$ cat config.mk
export PLATFORM = sky130hd
export DESIGN_NAME = u_marb
export DESIGN_NICKNAME = d
export VERILOG_FILES = /design/src/rtl/u_marb.sv
export SDC_FILE = /design/constraint.sdc
export NUM_CORES = 1
export LEC_CHECK = 0
export CELL_PAD_IN_SITES_DETAIL_PLACEMENT = 0
export CELL_PAD_IN_SITES_GLOBAL_PLACEMENT = 1
export CORE_ASPECT_RATIO = 2
export CORE_UTILIZATION = 24
export DETAILED_ROUTE_END_ITERATION = 12
export GPL_TIMING_DRIVEN = 1
export HOLD_SLACK_MARGIN = 0.03
export PLACE_DENSITY_LB_ADDON = 0.1
export SYNTH_ARGS = -nofsm -noshare
export SYNTH_HDL_FRONTEND = slang
export SYNTH_SLANG_ARGS = --single-unit
$ cat constraint.sdc
create_clock -name clk -period 2.3 [get_ports clk]
set_input_delay 0.46 -clock clk [delete_from_list [all_inputs] [get_ports clk]]
set_output_delay 0.46 -clock clk [all_outputs]
set_load 0.02 [all_outputs]
$ cat src/rtl/u_marb.sv
// rtl/u_marb.sv - IFU/LSU single-port memory arbiter and transaction sequencer
module u_marb #(
  parameter int AW         = 32,
  parameter int DW         = 32,
  parameter int STARVE_MAX = 4
) (
  input  logic            clk,
  input  logic            rst,
  input  logic            ifu_req,
  input  logic [AW-1:0]   ifu_addr,
  input  logic            ifu_kill,
  output logic            ifu_gnt,
  output logic            ifu_rvld,
  output logic [DW-1:0]   ifu_rdata,
  input  logic            lsu_req,
  input  logic            lsu_we,
  input  logic [AW-1:0]   lsu_addr,
  input  logic [DW-1:0]   lsu_wdata,
  input  logic [DW/8-1:0] lsu_be,
  output logic            lsu_gnt,
  output logic            lsu_rvld,
  output logic [DW-1:0]   lsu_rdata,
  output logic            lsu_pend,
  output logic            mem_req,
  output logic            mem_we,
  output logic [AW-1:0]   mem_addr,
  output logic [DW-1:0]   mem_wdata,
  output logic [DW/8-1:0] mem_be,
  input  logic            mem_gnt,
  input  logic            mem_rvld,
  input  logic [DW-1:0]   mem_rdata
);

  localparam int BW = DW / 8;
  localparam int SW = $clog2(STARVE_MAX + 1);
  localparam logic [SW-1:0] SCNT_MAX = SW'(STARVE_MAX);

  typedef enum logic [1:0] {
    S_IDLE = 2'd0,
    S_REQ  = 2'd1,
    S_RESP = 2'd2
  } state_t;

  state_t          state_q, state_d;
  logic [SW-1:0]   scnt_q, scnt_d;
  logic            owner_q, owner_d;    // 0 = IFU, 1 = LSU
  logic            killed_q, killed_d;
  logic            mem_we_q, mem_we_d;
  logic [AW-1:0]   mem_addr_q, mem_addr_d;
  logic [DW-1:0]   mem_wdata_q, mem_wdata_d;
  logic [BW-1:0]   mem_be_q, mem_be_d;

  logic            ifu_cand;
  logic            resp_fire;

  assign ifu_cand = ifu_req & ~ifu_kill;

  // State and latched bus fields; reset drops any transaction in flight.
  always_ff @(posedge clk) begin
    if (rst) begin
      state_q     <= S_IDLE;
      scnt_q      <= '0;
      owner_q     <= 1'b0;
      killed_q    <= 1'b0;
      mem_we_q    <= 1'b0;
      mem_addr_q  <= '0;
      mem_wdata_q <= '0;
      mem_be_q    <= '0;
    end else begin
      state_q     <= state_d;
      scnt_q      <= scnt_d;
      owner_q     <= owner_d;
      killed_q    <= killed_d;
      mem_we_q    <= mem_we_d;
      mem_addr_q  <= mem_addr_d;
      mem_wdata_q <= mem_wdata_d;
      mem_be_q    <= mem_be_d;
    end
  end

  // Arbitration in IDLE, bus handshake sequencing, kill tracking.
  always_comb begin
    state_d     = state_q;
    scnt_d      = scnt_q;
    owner_d     = owner_q;
    killed_d    = killed_q;
    mem_we_d    = mem_we_q;
    mem_addr_d  = mem_addr_q;
    mem_wdata_d = mem_wdata_q;
    mem_be_d    = mem_be_q;
    ifu_gnt     = 1'b0;
    lsu_gnt     = 1'b0;

    unique case (state_q)
      S_IDLE: begin
        if (!rst) begin
          // LSU has priority unless the IFU has been passed over STARVE_MAX times.
          if (lsu_req && !(ifu_cand && scnt_q == SCNT_MAX)) begin
            lsu_gnt     = 1'b1;
            owner_d     = 1'b1;
            mem_we_d    = lsu_we;
            mem_addr_d  = lsu_addr;
            mem_wdata_d = lsu_wdata;
            mem_be_d    = lsu_be;
            state_d     = S_REQ;
            if (ifu_cand) begin
              scnt_d = (scnt_q == SCNT_MAX) ? SCNT_MAX : scnt_q + SW'(1);
            end
          end else if (ifu_cand) begin
            ifu_gnt     = 1'b1;
            owner_d     = 1'b0;
            mem_we_d    = 1'b0;
            mem_addr_d  = ifu_addr;
            mem_wdata_d = '0;
            mem_be_d    = {BW{1'b1}};
            state_d     = S_REQ;
            scnt_d      = '0;
          end
        end
      end
      S_REQ: begin
        if (ifu_kill && !owner_q) killed_d = 1'b1;
        if (mem_gnt) state_d = S_RESP;
      end
      S_RESP: begin
        if (ifu_kill && !owner_q) killed_d = 1'b1;
        if (mem_rvld) begin
          state_d  = S_IDLE;
          killed_d = 1'b0;
        end
      end
      default: begin
        state_d = S_IDLE;
      end
    endcase
  end

  // Response routing: rvld is a pass-through qualified by owner and kill state.
  always_comb begin
    resp_fire = (state_q == S_RESP) && mem_rvld && !rst;
    lsu_rvld  = resp_fire && owner_q;
    ifu_rvld  = resp_fire && !owner_q && !killed_q && !ifu_kill;
  end

  assign ifu_rdata = mem_rdata;
  assign lsu_rdata = mem_rdata;
  assign lsu_pend  = owner_q && (state_q != S_IDLE);

  assign mem_req   = (state_q == S_REQ);
  assign mem_we    = mem_we_q;
  assign mem_addr  = mem_addr_q;
  assign mem_wdata = mem_wdata_q;
  assign mem_be    = mem_be_q;

endmodule

==> flow_metrics.tcl, run 1 <==
set metrics [dict create \
    status "completed" \
    cp_max_fo 2 \
    holdCritPathClass "reg -> reg" \
    core_sq_mm 0.0158 \
    drive_gt1_frac 0.183 \
    total_power_w 0.00589 \
    r2r_end "mem_addr[0]$_SDFFE_PP0P_" \
    rsz0062_at_grt "false" \
    netlist_instances 423 \
    drcViolationCount 0 \
    relSlewSlack 0.593 \
    synth_area_sq_mm 0.00389 \
    antenna_found_initial 0 \
    htree_levels 3 \
    timing.rr.start "scnt_q[1]$_SDFFE_PP0P_" \
    drt_iter0_markers 61 \
    die-area_sq_mm 0.0167 \
    final_antenna_net_count 0 \
    post_cts_buffers 0 \
    synth_top_area_frac 0.391 \
    synth-main-ff-cell "dfxtp_1" \
    clk_latency_ns 0.33 \
    cap_violations 0 \
    n_antenna_cell 0 \
    synth_edf_count 0 \
    tightest_slew_ns 0.610 \
    ys_warn_count 0 \
    yosysMostFrequentCell "dfxtp_1" \
    place_ws_ns -0.348 \
    clk_path_buf_depth 2 \
    period_share 0.937 \
    die_h_microns 182 \
    ys_async_sr_fraction 0 \
    wl_per_cell_microns 16.7 \
    synthSimpleGateAreaFrac 0.138 \
    synth_common_cells "76 x dfxtp_1, 75 x nor2_1, 70 x buf_4" \
    dr.pass1.iters 4 \
    synthesis.nets 570 \
    ctsRootBufferMaster "clkbuf_16" \
    leakage_nw 2.12 \
    cp-startpoint "ifu_req" \
    required_ns 1.84 \
    place_congestion 0.734 \
    fillers 1635 \
    finalHoldViolations 0 \
    ys_seq_area_frac 0.391 \
    numCtsBuffers 9 \
    cp_data_arrival_time_ns 1.70 \
    ctsHoldBuffers 0 \
    start_kind "input port" \
    synthMuxAreaShare 0.00515 \
    num_rows 65 \
    avgSynthCellArea_sq_um 9.19 \
    crit_type "in -> out" \
    track_usage 0.149 \
    crit_path_end "ifu_gnt" \
    r2r_cells 7 \
    cts.sinks 76 \
    setup_viol 0 \
    ys_ff_latch 76 \
    netlist-cell-type-count 34 \
    ff2ff_setup_slack_ns 0.44 \
    synth_xor_xnor_area_share 0 \
    grt_overflow 0 \
    ioPinCount 279 \
    grt_pass1_wl_microns 19100 \
    dieWidth_microns 92.0 \
    via_per_inst 4.50 \
    powerDensity_mw_per_mm2 1020 \
    skew_ns 0.00979 \
    synth.area.top_cells "dfxtp_1 39%, buf_4 14%, a211oi_2 8.7%, nor2_1 7.2%, a22oi_1 6.4%" \
    period_minus_slack_ns 2.16 \
    grt_max_degree 43 \
    synth_top_family_by_area "compound AO/OA/AOI/OAI gates" \
    vias 3363 \
    place_hpwl_microns 9030 \
    timing.final.ws_setup_ns 0.145 \
    finalMaxSlewViolations 0 \
    syn2layout_area_growth_pct 48.3 \
    initial_core_util 0.246 \
    wl_microns 12500 \
    fin_nets 688 \
    grt_pass1_vias 3544 \
    clk_pin_slew_worst_paths_ns 0.06 \
    synth-compound-area-share 0.252 \
    synth_area_leader_cell "dfxtp_1" \
    ir_worst_vdd_mv 0.408 \
    yosys.area_share.adder 0.0225 \
    fin_util 0.365 \
    cts_tree "yes" \
    io_buffer_count 182 \
    fmax_ghz 0.464 \
    crit_path_end_kind "output pin" \
]
## final cells by class
class | instances | area, sq um | share of cell area
Inverter | 6 | 22.5 | 0.00391
Clock inverter | 7 | 98.8 | 0.0171
Timing Repair Buffer | 202 | 2010 | 0.349
Sequential cell | 76 | 1520 | 0.264
Clock buffer | 9 | 225 | 0.0391
Tap cell | 201 | 251 | 0.0436
Multi-Input combinational cell | 246 | 1630 | 0.283
## logic make-up (layout without fill, tap and decap cells)
group	count (synthesis)	after routing
buffers and inverters	101	224
multiplexers	2	2
AO/OA/AOI/OAI	111	111
flip-flops	76	76
AND/OR/NAND/NOR	126	126
adder cells (fa/ha/maj)	7	7
## per-stage QoR
stage                     hold WS (ns)  cell area (sq um)  cells  setup TNS [ns]
after floorplan                  0.453               3890    423               0
after global placement           0.469               5460    731          -0.833
after detailed placement         0.481               5460    731          -0.882
after CTS                        0.490               5780    747               0
after global routing             0.518               5770    747               0
final                            0.488               5770    747               0
## flip-flops by register name, indices dropped and copies added (netlist names)
signal / cells
mem_addr: 32
mem_wdata: 32
mem_be: 4
scnt_q: 3
state_q: 2
killed_q: 1
mem_we: 1
owner_q: 1
## placed cells by master (no fill, tap or decap), types with 2 or more instances in the layout
master,instances
a21oi_1,9
dfxtp_1,76
clkdlybuf4s50_1,176
a22oi_1,33
nand3b_1,2
dlygate4sd2_1,2
clkbuf_16,9
nand2_1,37
a211oi_2,27
inv_1,6
ha_1,6
clkbuf_2,2
mux2i_1,2
and2_1,2
nor3_1,2
nor2_1,75
bufinv_16,2
o22ai_1,4
buf_12,5
buf_4,16
a211oi_1,5
nand2b_1,2
clkinv_4,2
a21oi_2,27
a31oi_1,2
## layer usage
layer  up-vias  global-route usage  share of wire
li1       1617                   -              -
met1      1579               0.146           0.36
met2       153               0.290           0.56
met3        14              0.0461          0.074
met4         0              0.0444          0.010
met5         -                   0              0
## power breakdown
group	switching, W	internal [W]
sequential	0.000155	0.00161
clock	0.000602	0.000957
combinational	0.00136	0.00121
## worst max-delay path, stage by stage
cell	delay, ns
clkdlybuf4s50_1	0.54
nand4b_4	0.11
and2_4	0.17
nor3_1	0.19
buf_2	0.21
## worst min path at each step
| stage | from | end | slack [ns] | cells past startpoint |
|---|---|---|---|---|
| after floorplan | scnt_q[1]$_SDFFE_PP0P_ | scnt_q[1]$_SDFFE_PP0P_ | 0.45 | 2 |
| after global placement | scnt_q[1]$_SDFFE_PP0P_ | scnt_q[1]$_SDFFE_PP0P_ | 0.47 | 2 |
| after detailed placement | scnt_q[1]$_SDFFE_PP0P_ | scnt_q[1]$_SDFFE_PP0P_ | 0.48 | 2 |
| after CTS | scnt_q[1]$_SDFFE_PP0P_ | scnt_q[1]$_SDFFE_PP0P_ | 0.49 | 2 |
| after global routing | scnt_q[1]$_SDFFE_PP0P_ | scnt_q[1]$_SDFFE_PP0P_ | 0.52 | 2 |
| final | scnt_q[1]$_SDFFE_PP0P_ | scnt_q[1]$_SDFFE_PP0P_ | 0.49 | 2 |
## what timing repair did
action,in CTS,in global routing
pin swaps,0,0
resized for setup,8,7
setup endpoints to repair,5,3
Power figures use the tool's default switching activity.
==> run 2: changes to the inputs <==
--- a/config.mk
+++ b/config.mk
@@ -5,13 +5,14 @@
 export SDC_FILE = /design/constraint.sdc
 export NUM_CORES = 1
 export LEC_CHECK = 0
+export CAP_MARGIN = 20
 export CELL_PAD_IN_SITES_DETAIL_PLACEMENT = 0
 export CELL_PAD_IN_SITES_GLOBAL_PLACEMENT = 1
 export CORE_ASPECT_RATIO = 2
 export CORE_UTILIZATION = 24
 export DETAILED_ROUTE_END_ITERATION = 12
 export GPL_TIMING_DRIVEN = 1
-export HOLD_SLACK_MARGIN = 0.03
+export HOLD_SLACK_MARGIN = 0.1
 export PLACE_DENSITY_LB_ADDON = 0.1
 export SYNTH_ARGS = -nofsm -noshare
 export SYNTH_HDL_FRONTEND = slang
==> results of run 2 <==
No change in the layout: final DEF, timing and power equal those of run 1.
